**config.mk**
```make
export PLATFORM = sky130hd
export DESIGN_NAME = fetch_stage
export DESIGN_NICKNAME = d
export VERILOG_FILES = /design/src/rtl/mips_pkg.sv /design/src/rtl/fetch_stage_if_id_reg.sv /design/src/rtl/fetch_stage.sv
export SDC_FILE = /design/constraint.sdc
export NUM_CORES = 1
export LEC_CHECK = 0
export ABC_AREA = 1
export CAP_MARGIN = 10
export CORE_MARGIN = 8
export CORE_UTILIZATION = 52
export CTS_BUF_LIST = sky130_fd_sc_hd__clkbuf_8
export DETAILED_ROUTE_END_ITERATION = 10
export PLACE_DENSITY = 0.87
export SLEW_MARGIN = 20
export SYNTH_ARGS = -nofsm -noshare
export SYNTH_HDL_FRONTEND = slang
export SYNTH_SLANG_ARGS = --single-unit
```
**constraint.sdc**
```tcl
create_clock -name clk -period 1.97 [get_ports clk]
set_input_delay 0.2955 -clock clk [delete_from_list [all_inputs] [get_ports clk]]
set_output_delay 0.2955 -clock clk [all_outputs]
set_load 0.02 [all_outputs]
```
**src/rtl/mips_pkg.sv**
```systemverilog
// Shared MIPS pipeline definitions: fetch FSM states, NOP encoding and
// default reset vector used by the fetch stage.
package mips_pkg;

  localparam int          OPCODE_W         = 6;
  localparam logic [31:0] NOP_INSTR        = 32'h0;
  localparam logic [31:0] DEFAULT_RESET_PC = 32'h0000_0000;

  // FETCH: request outstanding at pc
  // HOLD : response parked in skid buffer while the hazard unit stalls
  // DRAIN: waiting out a response orphaned by a branch
  typedef enum logic [1:0] {
    FETCH = 2'd0,
    HOLD  = 2'd1,
    DRAIN = 2'd2
  } fetch_state_t;

endpackage

```
**src/rtl/fetch_stage_if_id_reg.sv**
```systemverilog
// IF/ID pipeline register. The payload is a flat {valid, instr, pc_plus4}
// vector; a bubble is all zeros (valid 0, NOP instr 0, pc_plus4 0).
// flush beats load; neither asserted holds the current contents.
module if_id_reg #(
  parameter int W = 65
) (
  input  logic         clk,
  input  logic         reset,
  input  logic         load,
  input  logic         flush,
  input  logic [W-1:0] d,
  output logic [W-1:0] q
);

  logic [W-1:0] r_q;

  // bubble on reset/flush, capture on load, otherwise hold
  always_ff @(posedge clk) begin
    if (reset || flush) r_q <= '0;
    else if (load)      r_q <= d;
  end

  assign q = r_q;

endmodule

```
**src/rtl/fetch_stage.sv**
```systemverilog
// MIPS instruction-fetch stage: PC, req/ready imem port, skid buffer for
// stalled responses, branch redirect/flush and the IF/ID register.
// Optional macro FETCH_PERF_CNT_EN adds fetch_count / bubble_count.
module fetch_stage
  import mips_pkg::*;
#(
  parameter int                ADDR_W   = 32,
  parameter int                DATA_W   = 32,
  parameter logic [ADDR_W-1:0] RESET_PC = ADDR_W'(DEFAULT_RESET_PC)
) (
  input  logic                clk,
  input  logic                reset,
  output logic                imem_req,
  output logic [ADDR_W-1:0]   imem_addr,
  input  logic                imem_ready,
  input  logic [DATA_W-1:0]   imem_rdata,
  input  logic                stall,
  input  logic                branch_taken,
  input  logic [ADDR_W-1:0]   branch_target,
  output logic                if_id_valid,
  output logic [DATA_W-1:0]   if_id_instr,
  output logic [ADDR_W-1:0]   if_id_pc_plus4,
  output logic [OPCODE_W-1:0] if_id_opcode
`ifdef FETCH_PERF_CNT_EN
  , output logic [31:0]       fetch_count
  , output logic [31:0]       bubble_count
`endif
);

  localparam int IFW = 1 + DATA_W + ADDR_W;

  fetch_state_t      r_state, w_next_state;
  logic [ADDR_W-1:0] r_pc, w_pc_next;
  logic              r_req;
  logic [DATA_W-1:0] r_buf;
  logic [ADDR_W-1:0] r_drain_addr;

  logic              w_load, w_flush, w_buf_cap, w_drain_cap;
  logic [IFW-1:0]    w_d, w_q;
  logic [ADDR_W-1:0] w_pc_plus4, w_target;

  assign w_pc_plus4 = r_pc + ADDR_W'(4);
  assign w_target   = branch_target & ~ADDR_W'(3);

  // DRAIN keeps presenting the orphaned address until its response lands
  assign imem_req  = r_req;
  assign imem_addr = (r_state == DRAIN) ? r_drain_addr : (r_pc & ~ADDR_W'(3));

  // next-state / IF/ID control; branch overrides stall and everything else
  always_comb begin
    w_next_state = r_state;
    w_pc_next    = r_pc;
    w_load       = 1'b0;
    w_flush      = 1'b0;
    w_buf_cap    = 1'b0;
    w_drain_cap  = 1'b0;
    w_d          = {1'b1, imem_rdata, w_pc_plus4};
    if (branch_taken) begin
      w_flush   = 1'b1;
      w_pc_next = w_target;
      case (r_state)
        FETCH: begin
          if (r_req && !imem_ready) begin
            w_next_state = DRAIN;
            w_drain_cap  = 1'b1;
          end else begin
            w_next_state = FETCH;
          end
        end
        DRAIN:   w_next_state = imem_ready ? FETCH : DRAIN;
        default: w_next_state = FETCH;
      endcase
    end else begin
      case (r_state)
        FETCH: begin
          // r_req low only in the first cycle out of reset: nothing in flight
          if (r_req) begin
            if (imem_ready && !stall) begin
              w_load    = 1'b1;
              w_pc_next = w_pc_plus4;
            end else if (imem_ready) begin
              w_buf_cap    = 1'b1;
              w_next_state = HOLD;
            end else if (!stall) begin
              w_flush = 1'b1;
            end
          end
        end
        HOLD: begin
          if (!stall) begin
            w_load       = 1'b1;
            w_d          = {1'b1, r_buf, w_pc_plus4};
            w_pc_next    = w_pc_plus4;
            w_next_state = FETCH;
          end
        end
        DRAIN: begin
          if (imem_ready) w_next_state = FETCH;
        end
        default: w_next_state = FETCH;
      endcase
    end
  end

  // PC, FSM, registered request and skid/drain capture
  always_ff @(posedge clk) begin
    if (reset) begin
      r_state      <= FETCH;
      r_pc         <= RESET_PC;
      r_req        <= 1'b0;
      r_buf        <= NOP_INSTR[DATA_W-1:0];
      r_drain_addr <= '0;
    end else begin
      r_state <= w_next_state;
      r_pc    <= w_pc_next;
      r_req   <= (w_next_state != HOLD);
      if (w_buf_cap)   r_buf        <= imem_rdata;
      if (w_drain_cap) r_drain_addr <= imem_addr;
    end
  end

  if_id_reg #(.W(IFW)) u_if_id (
    .clk   (clk),
    .reset (reset),
    .load  (w_load),
    .flush (w_flush),
    .d     (w_d),
    .q     (w_q)
  );

  assign if_id_valid    = w_q[IFW-1];
  assign if_id_instr    = w_q[ADDR_W +: DATA_W];
  assign if_id_pc_plus4 = w_q[ADDR_W-1:0];
  assign if_id_opcode   = if_id_instr[DATA_W-1 -: OPCODE_W];

`ifdef FETCH_PERF_CNT_EN
  logic [31:0] r_fetch_cnt, r_bubble_cnt;

  // every valid load is a fetch; every bubble load (incl. flush) is a bubble
  always_ff @(posedge clk) begin
    if (reset) begin
      r_fetch_cnt  <= '0;
      r_bubble_cnt <= '0;
    end else begin
      if (w_flush)     r_bubble_cnt <= r_bubble_cnt + 32'd1;
      else if (w_load) r_fetch_cnt  <= r_fetch_cnt + 32'd1;
    end
  end

  assign fetch_count  = r_fetch_cnt;
  assign bubble_count = r_bubble_cnt;
`endif

endmodule

```
* Word-level counts from Yosys, hierarchy flattened
Index checks and enable logic that the tools add are counted.
Storage, ports and cells: register bits after elaboration 164, output and inout port bits 104, word-level logic and storage cells 65
Cells by class: add/subtract/negate cells 1, equal/unequal tests 9, muxes and demuxes 37, reductions and logical operators 11
Operators with widths (count):
- $mux 64 | 3
- $mux 32 | 5
- $pmux 32 s2 | 1
- $add 32x3->32 const B | 1
- $mux 1 | 17
- $mux 2 | 8
- $ne 3x3->1 const B | 3
- $reduce_and 4->1 | 2
- $ne 2x2->1 const B | 3
- $pmux 2 s3 | 1
- $pmux 2 s2 | 1
- $reduce_bool 3->1 | 1
- $eq 2x1->1 const B | 1
- $eq 2x2->1 const B | 1
- $logic_and 1x1->1 | 2
- $logic_not 1->1 | 2
- $logic_not 2->1 | 1
- $ne 2x1->1 const B | 1
- $pmux 1 s2 | 1
- $reduce_bool 2->1 | 1
- $reduce_or 2->1 | 1
- $logic_or 1x1->1 | 1

* Longest topological paths before layout
Gate-level depths: netlist (run 1).
word-level depth 7, gate-level depth with buffers 10

* Modules after synthesis
Synthesis (run 1) repeated with hierarchy kept, for this count alone.
Second synthesis, totals: cells, all modules 1237, area, all modules 7950.1 um^2
By module, submodules not included:
- fetch_stage | instances 1, cells each 825, area an instance 5305.1 um^2, sequential area each 1941.9 um^2
- if_id_reg | instances 1, cells each 412, area an instance 2645.0 um^2, sequential area each 1301.2 um^2

* Least setup slack after synthesis (run 1)
OpenSTA, ideal clock, no wires.
kind register to register, from register r_state[0], to register r_drain_addr[10], library setup time 0.070 ns, data arrival time 1.465 ns, path slack 0.435 ns, cell stages (with the launch flop) 7, buffers on the path 1, cell sequence dfxtp_1 > inv_2 > nand2_1 > clkbuf_1 > o21ai_0 > o21ai_0 > a21oi_1
RTL lines:
- start, declared | RTL line fetch_stage.sv:32 | fetch_state_t r_state, w_next_state;
- start signal, assigned | RTL line fetch_stage.sv:114 | r_state <= w_next_state;
- $eq 2x2->1 | RTL line fetch_stage.sv:47 | assign imem_addr = (r_state == DRAIN) ? r_drain_addr : (r_pc & ~ADDR_W'(3));
- $mux 32 | RTL line fetch_stage.sv:47
- via imem_addr[10] | RTL line fetch_stage.sv:14 | output logic [ADDR_W-1:0] imem_addr,
- end signal, assigned | RTL line fetch_stage.sv:118 | if (w_drain_cap) r_drain_addr <= imem_addr;
- end, declared | RTL line fetch_stage.sv:36 | logic [ADDR_W-1:0] r_drain_addr;
The timed path passes the listed nets, and every way through them passes these cells. A chain may end at the register's enable or synchronous reset.

* Worst setup path after layout (run 1)
from register r_state[0], to output imem_addr[30]
On the way: cells in the longest elaborated chain, start to end 2
Ends and longest elaborated chain (RTL line):
- $eq 2x2->1 | fetch_stage.sv:47
- $mux 32 | fetch_stage.sv:47
- end, declared | fetch_stage.sv:14
Every way passes these cells.

==> impl_metrics.py, run 1 <==
metrics = {
    "outcome": {
        "status": "finished clean",
    },
    "global_route": {
        "met1_usage_pct": 27.0,
        "grt_max_degree": 65,
        "grt-ovfl-total": 0,
        "use_met2_pct": 37.9,
        "grt_util_met3_pct": 6.24,
        "antenna_found_initial": 0,
        "grtUsageTotal_pct": 23.1,
        "grt_pass1_wl_mm": 34.5,
        "top_usage_layer": "met2",
        "grt_pass1_vias": 7209,
    },
    "synth": {
        "synth_area_um2": 7600,
        "synth_area_leaders": "dfxtp_1, nand2_1, o21ai_0",
        "yosysUniqueCellTypes": 27,
        "synth-edff-count": 0,
        "synth_top_area_share_pct": 42.2,
        "synth_area_per_cell_um2": 6.67,
        "synth.most_common_cell": "nand2_1",
        "synth_common_cells": "nand2_1, dfxtp_1, o21ai_0, inv_1, a21oi_1",
        "syn_inst": 1139,
        "seq_area_frac_synth_pct": 42.2,
        "synth_ff_type": "dfxtp_1",
        "synth_warnings": 0,
        "synth_top_area_cell": "dfxtp_1",
        "ys_ff_latch": 160,
        "async_flop_share_pct": 0,
    },
    "critical_path": {
        "timing_worst_setup_path_type": "flop to primary output",
        "startpoint_type": "flop",
        "rr_startpoint": "r_pc[20]$_SDFFE_PP0P_",
        "reg2reg_slack_ps": 220,
        "crit_required_ps": 1670,
        "cp_cell_sequence": "inv_2 -> nand2_4 -> clkbuf_16 -> nand2_1 -> o21ai_1 -> buf_2",
        "worst_r2r_path_depth": 9,
        "cp_slowest_stage_delay_ps": 350,
        "cp_top_family": "buffers and inverters",
        "end_kind": "primary output",
        "crit_path_top_delay_cell": "dfxtp_2",
        "r2r_end": "u_if_id.q[26]$_SDFFE_PP0P_",
        "cp_max_fo": 31,
        "cp.arrival_ps": 1620,
        "cp.buffers_inverters": 3,
    },
    "power": {
        "p_comb_share_pct": 12.6,
        "p_per_area_nw_per_um2": 683,
        "swShare_pct": 28.4,
        "switchingPower_w": 0.00190,
        "p_leak_nw": 3.77,
        "sequentialPowerShare_pct": 51.1,
        "p_clk_share_pct": 36.3,
        "p_int_w": 0.00479,
        "peakVddDrop_uv": 405,
    },
    "detailed_routing": {
        "wl_per_cell_um": 15.2,
        "totalWireLength_mm": 22.5,
        "vias": 7916,
        "post-route-drc-count": 0,
        "postRouteAntennaNets": 0,
        "vias_per_cell": 5.36,
        "drtPass1Iterations": 6,
        "drtIter0Drc": 734,
    },
    "place": {
        "dpl.hpwl_mm": 15.7,
        "globalplace.congestion": 0.901,
        "placed_cells": 1445,
        "dpl_worst_slack_ps": 7.72,
        "port_buffers": 168,
    },
    "sta": {
        "fin_skew_ps": 12.4,
        "max_freq_ghz": 0.522,
        "hold_ws_ps": 439,
        "finalSetupViolCount": 0,
        "fin_crit_ps": 1920,
        "drv_slew": 0,
        "hold_viol": 0,
        "rsz0062_at_grt": "true",
        "fin_ws_ps": 54.4,
        "period_share_pct": 97.2,
    },
    "worst_hold_path": {
        "worstHoldEndpoint": "r_pc[8]$_SDFFE_PP0P_",
        "hold_depth": 3,
        "hp-class": "input port to flop",
        "min_from": "branch_target[8]",
    },
    "clock_network": {
        "holdBufCountCts": 0,
        "root_buffer": "clkbuf_8",
        "clock_path_buffers": 2,
        "clock_sink_count": 160,
        "cts_tree": "yes",
        "cts_buffers": 17,
        "clk_latency_ps": 470,
        "path_clk_slew_ps": 90,
        "h-tree-depth": 4,
    },
    "run": {
        "maxCapViolCount": 0,
    },
    "floorplan": {
        "fp.dieH_um": 137,
        "start_util_pct": 52.7,
        "die_x_um": 137,
        "die_area_um2": 18700,
        "core_area_um2": 14400,
        "core.rowCount": 44,
        "io_pins": 173,
    },
    "cells_and_area": {
        "antenna_cells": 0,
        "area_growth_syn_to_layout_pct": 28.9,
        "drive_gt1_share_pct": 9.12,
        "layout.nets": 1352,
        "layout.cells.non_filler": 1478,
        "n_fill_cell": 1240,
    },
}
==> layout by cell type, fill, tap and decap left out, types with 3 or more instances in the layout <==
cell type        instances
nor2_1                  46
a31oi_1                  9
o21ai_1                 28
clkinvlp_4               4
xnor2_1                  3
clkdlybuf4s50_1        136
nand3_1                 63
nand2_1                315
dfxtp_1                159
buf_2                   20
buf_4                   24
o21ai_0                123
nor2_4                   5
inv_2                    5
o21a_1                  14
inv_1                  140
clkbuf_8                19
a21oi_1                129
inv_6                    3
buf_12                   9
xor2_1                   4
nor2_2                  10
nand2_2                  3
==> sequential cells by signal, summed over array words and instances (netlist names) <==
| signal | cells |
|---|---|
| r_pc | 30 |
| r_drain_addr | 32 |
| r_state | 2 |
| imem_req | 1 |
| r_buf | 32 |
| u_if_id.q | 63 |
==> worst max path at each step <==
stage | from | to | slack [ps] | cells after the start
4_1_cts | r_state[0]$_SDFF_PP0_ | imem_addr[23] | -100 | 5
2_1_floorplan | r_state[0]$_SDFF_PP0_ | r_drain_addr[10]$_SDFFE_PP0P_ | 440 | 6
3_5_place_dp | imem_ready | u_if_id.q[18]$_SDFFE_PP0P_ | 8 | 10
5_1_grt | r_state[0]$_SDFF_PP0_ | imem_addr[7] | -3 | 5
6_report | r_state[0]$_SDFF_PP0_ | imem_addr[30] | 50 | 6
3_3_place_gp | imem_ready | u_if_id.q[18]$_SDFFE_PP0P_ | 20 | 10
==> worst min-delay path: stages <==
cell,delay [ps]
clkdlybuf4s50_1,410
nand2_1,70
a31oi_1,70
==> power groups by stage <==
stage	logic [W]	registers, W	clock network [W]
after floorplan	0.000461	0.00348	0
after global placement	0.000826	0.00349	0
after detailed placement	0.000844	0.00349	0
after CTS	0.000830	0.00341	0.00245
after global routing	0.000929	0.00343	0.00259
final	0.000846	0.00342	0.00243
==> repair_timing <==
action                                  in CTS  in global routing
setup buffers                                0                  0
endpoints found under the setup margin      32                 34
cloned                                       0                  2
gates resized for setup                    135                 69
==> cells by family after synthesis <==
| family | Yosys count | share of synthesized area [%] |
|---|---|---|
| other cells | 1 | 0.0494 |
| simple gates | 448 | 24.3 |
| compound gates | 307 | 20.9 |
| flops | 160 | 42.2 |
| fa+ha+maj | 1 | 0.165 |
| xor+xnor | 7 | 0.807 |
| buf+inv | 215 | 11.6 |
==> through the flow <==
stage / cell area (um2) / total power [W] / utilization, % / TNS, ps
3_3_place_gp: 9460 / 0.00431 / 65.6 / 0
2_1_floorplan: 7600 / 0.00394 / - / 0
5_1_grt: 9790 / 0.00695 / 67.9 / -3.43
6_report: 9790 / 0.00669 / 67.9 / 0
4_1_cts: 9830 / 0.00669 / 68.1 / -1320
3_5_place_dp: 9460 / 0.00433 / 65.6 / 0
==> metal layers <==
| layer | share of wire, % | up-vias | routed length (um) |
|---|---|---|---|
| li1 | - | 3916 | - |
| met1 | 40 | 3603 | 8900 |
| met2 | 47 | 336 | 10600 |
| met3 | 9.2 | 61 | 2060 |
| met4 | 3.9 | 0 | 877 |
| met5 | 0 | - | 0 |
==> layout make-up <==
cell class	instances	area, um2	share of cell area (%)
Timing Repair Buffer	192	1880	19.2
Tap cell	184	230	2.35
Clock inverter	12	126	1.29
Multi-Input combinational cell	765	3540	36.2
Clock buffer	19	262	2.67
Inverter	146	548	5.60
Sequential cell	160	3200	32.7
Power figures use the tool's default switching activity.
==> run 2: changes to the inputs <==
--- a/config.mk
+++ b/config.mk
@@ -6,7 +6,6 @@
 export NUM_CORES = 1
 export LEC_CHECK = 0
 export ABC_AREA = 1
-export CAP_MARGIN = 10
 export CORE_MARGIN = 8
 export CORE_UTILIZATION = 52
 export CTS_BUF_LIST = sky130_fd_sc_hd__clkbuf_8
==> results of run 2 <==
Final layout, timing and power as in run 1 (identical DEF).
